## src/rtl/uart_pkg.sv

```systemverilog
// Shared types and default parameters for the UART transmitter with FIFO.
// Optional parity stage is enabled by defining UART_TX_PARITY_EN.
package uart_pkg;

   localparam int CLK_DIV_DEF   = 868;
   localparam int DATA_BITS_DEF = 8;
   localparam int DEPTH_DEF     = 16;

   typedef enum logic [2:0] {
      ST_IDLE   = 3'd0,
      ST_START  = 3'd1,
      ST_DATA   = 3'd2,
`ifdef UART_TX_PARITY_EN
      ST_PARITY = 3'd3,
`endif
      ST_STOP   = 3'd4
   } uart_state_e;

endpackage

```

## src/rtl/sync_fifo.sv

```systemverilog
// Synchronous FIFO with occupancy count; push is ignored when full,
// pop is ignored when empty; head word is visible on data_o.
module sync_fifo #(
   parameter int WIDTH = 8,
   parameter int DEPTH = 16
) (
   input  logic                     clk_i,
   input  logic                     rst_i,
   input  logic                     push_i,
   input  logic [WIDTH-1:0]         data_i,
   input  logic                     pop_i,
   output logic [WIDTH-1:0]         data_o,
   output logic                     full_o,
   output logic                     empty_o,
   output logic [$clog2(DEPTH):0]   count_o
);

   localparam int AW = $clog2(DEPTH);
   localparam logic [AW:0] FULL_CNT = (AW+1)'(DEPTH);

   logic [WIDTH-1:0] mem_q [DEPTH];
   logic [AW-1:0]    wr_q, wr_d;
   logic [AW-1:0]    rd_q, rd_d;
   logic [AW:0]      cnt_q, cnt_d;
   logic             do_push;
   logic             do_pop;

   assign full_o  = (cnt_q == FULL_CNT);
   assign empty_o = (cnt_q == '0);
   assign count_o = cnt_q;
   assign data_o  = mem_q[rd_q];

   assign do_push = push_i & ~full_o;
   assign do_pop  = pop_i & ~empty_o;

   always_comb begin
      wr_d  = wr_q;
      rd_d  = rd_q;
      cnt_d = cnt_q;
      if (do_push) wr_d = wr_q + AW'(1);
      if (do_pop)  rd_d = rd_q + AW'(1);
      unique case ({do_push, do_pop})
         2'b10:   cnt_d = cnt_q + (AW+1)'(1);
         2'b01:   cnt_d = cnt_q - (AW+1)'(1);
         default: cnt_d = cnt_q;
      endcase
   end

   always_ff @(posedge clk_i) begin
      if (rst_i) begin
         wr_q  <= '0;
         rd_q  <= '0;
         cnt_q <= '0;
      end else begin
         wr_q  <= wr_d;
         rd_q  <= rd_d;
         cnt_q <= cnt_d;
      end
   end

   always_ff @(posedge clk_i) begin
      if (!rst_i && do_push) mem_q[wr_q] <= data_i;
   end

endmodule

```

## src/rtl/uart_tx_fifo.sv

```systemverilog
// UART transmitter fed by a sync_fifo; frames back-to-back while data waits.
// Define UART_TX_PARITY_EN to insert a parity bit after the payload.
module uart_tx_fifo
   import uart_pkg::*;
#(
   parameter int CLK_DIV    = CLK_DIV_DEF,
   parameter int DATA_BITS  = DATA_BITS_DEF,
   parameter int DEPTH      = DEPTH_DEF,
   parameter int STOP_BITS  = 1,
   parameter int PARITY_ODD = 0
) (
   input  logic                   clk,
   input  logic                   btnc,
   input  logic                   wr_en,
   input  logic [DATA_BITS-1:0]   wr_data,
   output logic                   full,
   output logic                   empty,
   output logic [$clog2(DEPTH):0] count,
   output logic                   overflow,
   output logic                   busy,
   output logic                   tx
);

   localparam int DW = $clog2(CLK_DIV);
   localparam logic [DW-1:0] DIV_LAST  = DW'(CLK_DIV - 1);
   localparam logic [2:0]    DATA_LAST = 3'(DATA_BITS - 1);
   localparam logic [2:0]    STOP_LAST = 3'(STOP_BITS - 1);

   if (CLK_DIV < 2 || DATA_BITS < 5 || DATA_BITS > 8 ||
       STOP_BITS < 1 || STOP_BITS > 2 ||
       PARITY_ODD < 0 || PARITY_ODD > 1) begin : g_bad_param
      $error("uart_tx_fifo: parameter out of range");
   end

   uart_state_e            state_q, state_d;
   logic [DW-1:0]          div_q, div_d;
   logic [2:0]             bit_q, bit_d;
   logic [DATA_BITS-1:0]   shift_q, shift_d;
   logic                   tx_q, tx_d;
   logic                   ovf_q;
   logic                   pop;
   logic                   load;
   logic                   bit_end;
   logic [DATA_BITS-1:0]   fifo_data;
   logic                   fifo_full;
   logic                   fifo_empty;
   logic [$clog2(DEPTH):0] fifo_count;
`ifdef UART_TX_PARITY_EN
   logic                   par_q, par_d;
`endif

   sync_fifo #(
      .WIDTH (DATA_BITS),
      .DEPTH (DEPTH)
   ) u_fifo (
      .clk_i   (clk),
      .rst_i   (btnc),
      .push_i  (wr_en),
      .data_i  (wr_data),
      .pop_i   (pop),
      .data_o  (fifo_data),
      .full_o  (fifo_full),
      .empty_o (fifo_empty),
      .count_o (fifo_count)
   );

   assign full     = fifo_full;
   assign empty    = fifo_empty;
   assign count    = fifo_count;
   assign overflow = ovf_q;
   assign busy     = (state_q != ST_IDLE);
   assign tx       = tx_q;
   assign bit_end  = (div_q == '0);

   always_comb begin
      state_d = state_q;
      div_d   = div_q;
      bit_d   = bit_q;
      shift_d = shift_q;
      tx_d    = tx_q;
      pop     = 1'b0;
      load    = 1'b0;
`ifdef UART_TX_PARITY_EN
      par_d   = par_q;
`endif
      if (!bit_end) div_d = div_q - DW'(1);
      unique case (state_q)
         ST_IDLE: load = !fifo_empty;
         ST_START: begin
            if (bit_end) begin
               state_d = ST_DATA;
               div_d   = DIV_LAST;
               bit_d   = '0;
               tx_d    = shift_q[0];
               shift_d = shift_q >> 1;
            end
         end
         ST_DATA: begin
            if (bit_end) begin
               div_d = DIV_LAST;
               if (bit_q == DATA_LAST) begin
`ifdef UART_TX_PARITY_EN
                  state_d = ST_PARITY;
                  tx_d    = par_q;
`else
                  state_d = ST_STOP;
                  tx_d    = 1'b1;
                  bit_d   = '0;
`endif
               end else begin
                  bit_d   = bit_q + 3'd1;
                  tx_d    = shift_q[0];
                  shift_d = shift_q >> 1;
               end
            end
         end
`ifdef UART_TX_PARITY_EN
         ST_PARITY: begin
            if (bit_end) begin
               state_d = ST_STOP;
               div_d   = DIV_LAST;
               bit_d   = '0;
               tx_d    = 1'b1;
            end
         end
`endif
         ST_STOP: begin
            if (bit_end) begin
               if (bit_q != STOP_LAST) begin
                  bit_d = bit_q + 3'd1;
                  div_d = DIV_LAST;
               end else if (!fifo_empty) begin
                  load = 1'b1;
               end else begin
                  state_d = ST_IDLE;
                  tx_d    = 1'b1;
               end
            end
         end
         default: begin
            state_d = ST_IDLE;
            tx_d    = 1'b1;
         end
      endcase
      // a pop always opens a new frame with the start bit
      if (load) begin
         pop     = 1'b1;
         state_d = ST_START;
         div_d   = DIV_LAST;
         bit_d   = '0;
         shift_d = fifo_data;
         tx_d    = 1'b0;
`ifdef UART_TX_PARITY_EN
         par_d   = (^fifo_data) ^ (PARITY_ODD != 0);
`endif
      end
   end

   always_ff @(posedge clk) begin
      if (btnc) begin
         state_q <= ST_IDLE;
         div_q   <= '0;
         bit_q   <= '0;
         shift_q <= '0;
         tx_q    <= 1'b1;
         ovf_q   <= 1'b0;
`ifdef UART_TX_PARITY_EN
         par_q   <= 1'b0;
`endif
      end else begin
         state_q <= state_d;
         div_q   <= div_d;
         bit_q   <= bit_d;
         shift_q <= shift_d;
         tx_q    <= tx_d;
         ovf_q   <= ovf_q | (wr_en & fifo_full);
`ifdef UART_TX_PARITY_EN
         par_q   <= par_d;
`endif
      end
   end

endmodule
```

## config.mk

```make
export PLATFORM = sky130hd
export DESIGN_NAME = uart_tx_fifo
export DESIGN_NICKNAME = d
export VERILOG_FILES = /design/src/rtl/uart_pkg.sv /design/src/rtl/sync_fifo.sv /design/src/rtl/uart_tx_fifo.sv
export SDC_FILE = /design/constraint.sdc
export NUM_CORES = 1
export LEC_CHECK = 0
export BUFFER_PORTS_ARGS = -buffer_cell sky130_fd_sc_hd__buf_2
export CORE_ASPECT_RATIO = 1.25
export CORE_UTILIZATION = 25
export CTS_CLUSTER_SIZE = 40
export DETAILED_ROUTE_END_ITERATION = 10
export PLACE_DENSITY = 0.36
export RECOVER_POWER = 50
export SYNTH_ARGS = -nofsm -noshare
export SYNTH_HDL_FRONTEND = slang
export SYNTH_SLANG_ARGS = --single-unit
export TNS_END_PERCENT = 30
```

## constraint.sdc

```tcl
create_clock -name clk -period 8.4 [get_ports clk]
set_input_delay 1.26 -clock clk [delete_from_list [all_inputs] [get_ports clk]]
set_output_delay 1.26 -clock clk [all_outputs]
set_load 0.01 [all_outputs]
```

==> results.md <==
- R2R depth: 14
- Worst setup SP type: flop
- R2R Setup Slk: approximately 4500 ps
- Synth Flop Type: edfxtp_1
- Met2 routed WL: 8450 microns
- Chip Width: between 150 and 200 microns
- Register area: between 4000 and 5000 sq um
- Fmax achieved: 0.253 GHz
- Buffers on Ports: 20
- Leak pwr: about 2.6 nW
- GRT Util Overall: about 11%
- Worst-margin pin slew: 1610 ps
- Area of the multi-input gates: around 2200 sq um
- Gate Count Post-Synth: between 400 and 500
- GR Overflow Total: 0
- Root Driver: clkbuf_16
- Most frequent cells in the layout: 128 x edfxtp_1, 46 x nor2_1, 42 x dfxtp_1, 31 x mux4_2, 24 x a21oi_1
- Util after Layout: about 30%
- Synth top area cells: edfxtp_1 54%, dfxtp_1 12%, mux4_2 9.8%, nor2_1 2.4%, ha_1 2.3%
- Pwr Density: 315 nW/um^2
- DR vias: approximately 4000
- Detailed-route wire length per cell: about 18 microns
- IO Count: 21
- DR top layer: met4
- Hold_sp: overflow$_SDFF_PP0_
- Hold WC Path Type: reg -> reg
- Cts hold-fix bufs: 0
- Hpwl dp: between 10000 and 15000 microns
- Clock power share: 31.6%
- DP Area: 7560 sq um
- WL met1: 6630 microns
- Die height: 190 microns
- CTS max path bufs: 2
- Vias per cell: approximately 4.6
- Postcts setup bufs: 0
- Ant diodes: 0
- Crit Path Class: reg -> reg
- Critical Path Sink Type: flop
- Ys Warns: 0
- Worst Hold Endpoint: overflow$_SDFF_PP0_
- Arrival @ worst endpoint: 4270 ps
- Number of synthesized flops with an enable pin: ~130
- Clock Sinks: about 170
- Ys async rst share: 0%
- Vias in the first global route: 4115
- Peak supply drop: 0.109 mV
- Share of cells above drive strength 1: 15.0%
- Core area: ~28000 sq um
- First-pass GRT wire length: 24400 microns
- Comb pwr share: between 20% and 30%
- Status: finished with violations
- FP Rows: 68
- Rel. slew slack: -7.21%
- Final period utilization: a little under half
- Worst-path clk slew: ~70 ps
- Largest net degree at the start of global routing: 38
- WL final: between 15000 and 20000 microns
- Routability cong.: 0.786
- R2r endpoint: u_fifo.count_o[4]$_SDFFE_PP0P_
- Die area: a little under 30000 sq um
- Final hold vios: 0
- Yosys top cell area share: roughly 54%
- Clock latency at the later pin of the worst-skew pair: between 400 and 500 ps
- Sequential-to-total area share from yosys stat: about two thirds
- Commonest non-fill, non-tap cell in the layout: edfxtp_1
- Initial antenna violation count: 0
- Max-cap check violation count: 1
- Post-synth top area cell: edfxtp_1
- Switch Pwr: roughly 0.00083 W
- Post-route ant nets: 0
- Detailed Routing Iterations Pass 1: 4
- Skew final: between 7 and 8 ps
- Post-cts sizing count: 0
- Unrepaired setup endpoints after global routing: no
- Worst Path Max Fanout: 16
- Tmin final: about 4000 ps
- H-tree levels: 4
- Final setup vio count: 0
- Internal: 0.00173 W
- Final instance area: 8150 sq um
- Fill cell count: 2801
- Initial Util: about a quarter
- CTS tree: yes
- Cell variety after synth: 54
- Sw Share: roughly a third
- WP data required: around 8700 ps
- Met3 wire len: 344 microns
- DRC: 0
- #FFs+latches synth: around 170
- TritonCTS Buffers: 17
- Syn-to-layout area delta: 14.8%
- Fin nets: about 520
- Reg2reg start: div_q[0]$_SDFF_PP0_
- Mapped Nets: 504
- Violated checks: capacitance limit, slew limit
- Setup TNS: 0 ps
- Syn Area/Cell: between 10 and 15 sq um
- Synth Cell Area: 7100 sq um
- Power share of the sequential group: slightly above 40%
- Worst setup path start: div_q[0]$_SDFF_PP0_
- Cells on Worst Hold Path: 2
- Starting DRT DRC Count: about 160
- Pins over their slew limit: 38
-- worst max-delay path, cell delays in order (launching register included) --
cell	delay [ps]
dfxtp_1	330
inv_1	60
ha_1	200
nor3b_1	480
nand4_2	190
a2111o_1	680
inv_1	320
ha_1	390
xor2_1	180
ha_1	230
inv_1	50
o21ai_0	130
a21oi_1	80
o21bai_1	150
mux2_2	340
-- layout make-up --
| type | count | area share, % |
|---|---|---|
| inverters | 15 | 0.691 |
| repair buffers | 23 | 1.26 |
| multi-input cells | 271 | 27.4 |
| well taps | 350 | 5.38 |
| flip-flops and latches | 171 | 57.8 |
| clock buffers | 17 | 5.22 |
| clock inverters | 15 | 2.24 |
-- layer usage --
metal  vias to the layer above  GRT usage (%)
met2                        42           20.8
met5                         -              0
met4                         0           4.55
li1                       1879              -
met1                      2021           13.0
met3                        14           2.52
-- power groups by stage --
stage	Combinational, W	Clock, W	Sequential (W)
2_1_floorplan	0.000547	0	0.00105
3_3_place_gp	0.000720	0	0.00107
3_5_place_dp	0.000720	0	0.00107
4_1_cts	0.000724	0.000838	0.00106
5_1_grt	0.000790	0.000869	0.00107
6_report	0.000702	0.000812	0.00105
-- how the worst max path moves through the flow --
stage	to	slack (ps)	cells after the start
global placement	u_fifo.count_o[4]$_SDFFE_PP0P_	4720	11
global route	u_fifo.count_o[4]$_SDFFE_PP0P_	4060	14
finish	u_fifo.count_o[4]$_SDFFE_PP0P_	4450	14
floorplan	u_fifo.count_o[4]$_SDFFE_PP0P_	4970	11
CTS	u_fifo.count_o[4]$_SDFFE_PP0P_	4610	14
detailed placement	u_fifo.count_o[4]$_SDFFE_PP0P_	4650	14
-- cell usage after synthesis, types with 2 or more instances --
cell,instances
nor4_1,2
nor2b_1,7
ha_1,13
edfxtp_1,128
or4_1,2
and2_1,4
xnor2_1,6
nor2_1,46
mux2i_1,16
buf_1,3
nand3b_1,2
nand3_1,6
nor3_1,14
o21ai_0,5
a21o_1,2
clkbuf_1,13
nand2_1,22
a31oi_1,4
xor2_1,6
nand2b_1,8
buf_2,7
o22ai_1,9
a211oi_1,3
a21oi_1,24
dfxtp_1,43
or3_1,8
mux4_2,31
a22oi_1,2
o21a_1,2
inv_1,14
a221oi_1,5
-- kinds of logic after synthesis --
group	synth area share, %
fa+ha+maj	2.29
xor+xnor	1.48
simple gates	9.10
flops	66.3
compound gates	6.45
buf+inv	2.13
mux	12.3
-- through the flow --
step / setup WS [ps] / cells / total power [W] / hold slack (ps)
finish: 4450 / 862 / 0.00257 / 465
global route: 4060 / 862 / 0.00273 / 488
CTS: 4610 / 862 / 0.00262 / 468
detailed placement: 4650 / 830 / 0.00179 / 452
global placement: 4720 / 830 / 0.00179 / 444
floorplan: 4970 / 480 / 0.00160 / 448
-- sequential cells by signal, summed over array words and instances (netlist names), named ones only --
signal,flops
div_q,10
tx,1
u_fifo.count_o,5
shift_q,8
bit_q,3
state_q,3
u_fifo.mem_q,128
u_fifo.wr_q,4
u_fifo.rd_q,4
overflow,1
(Power assumes the default switching activity.)
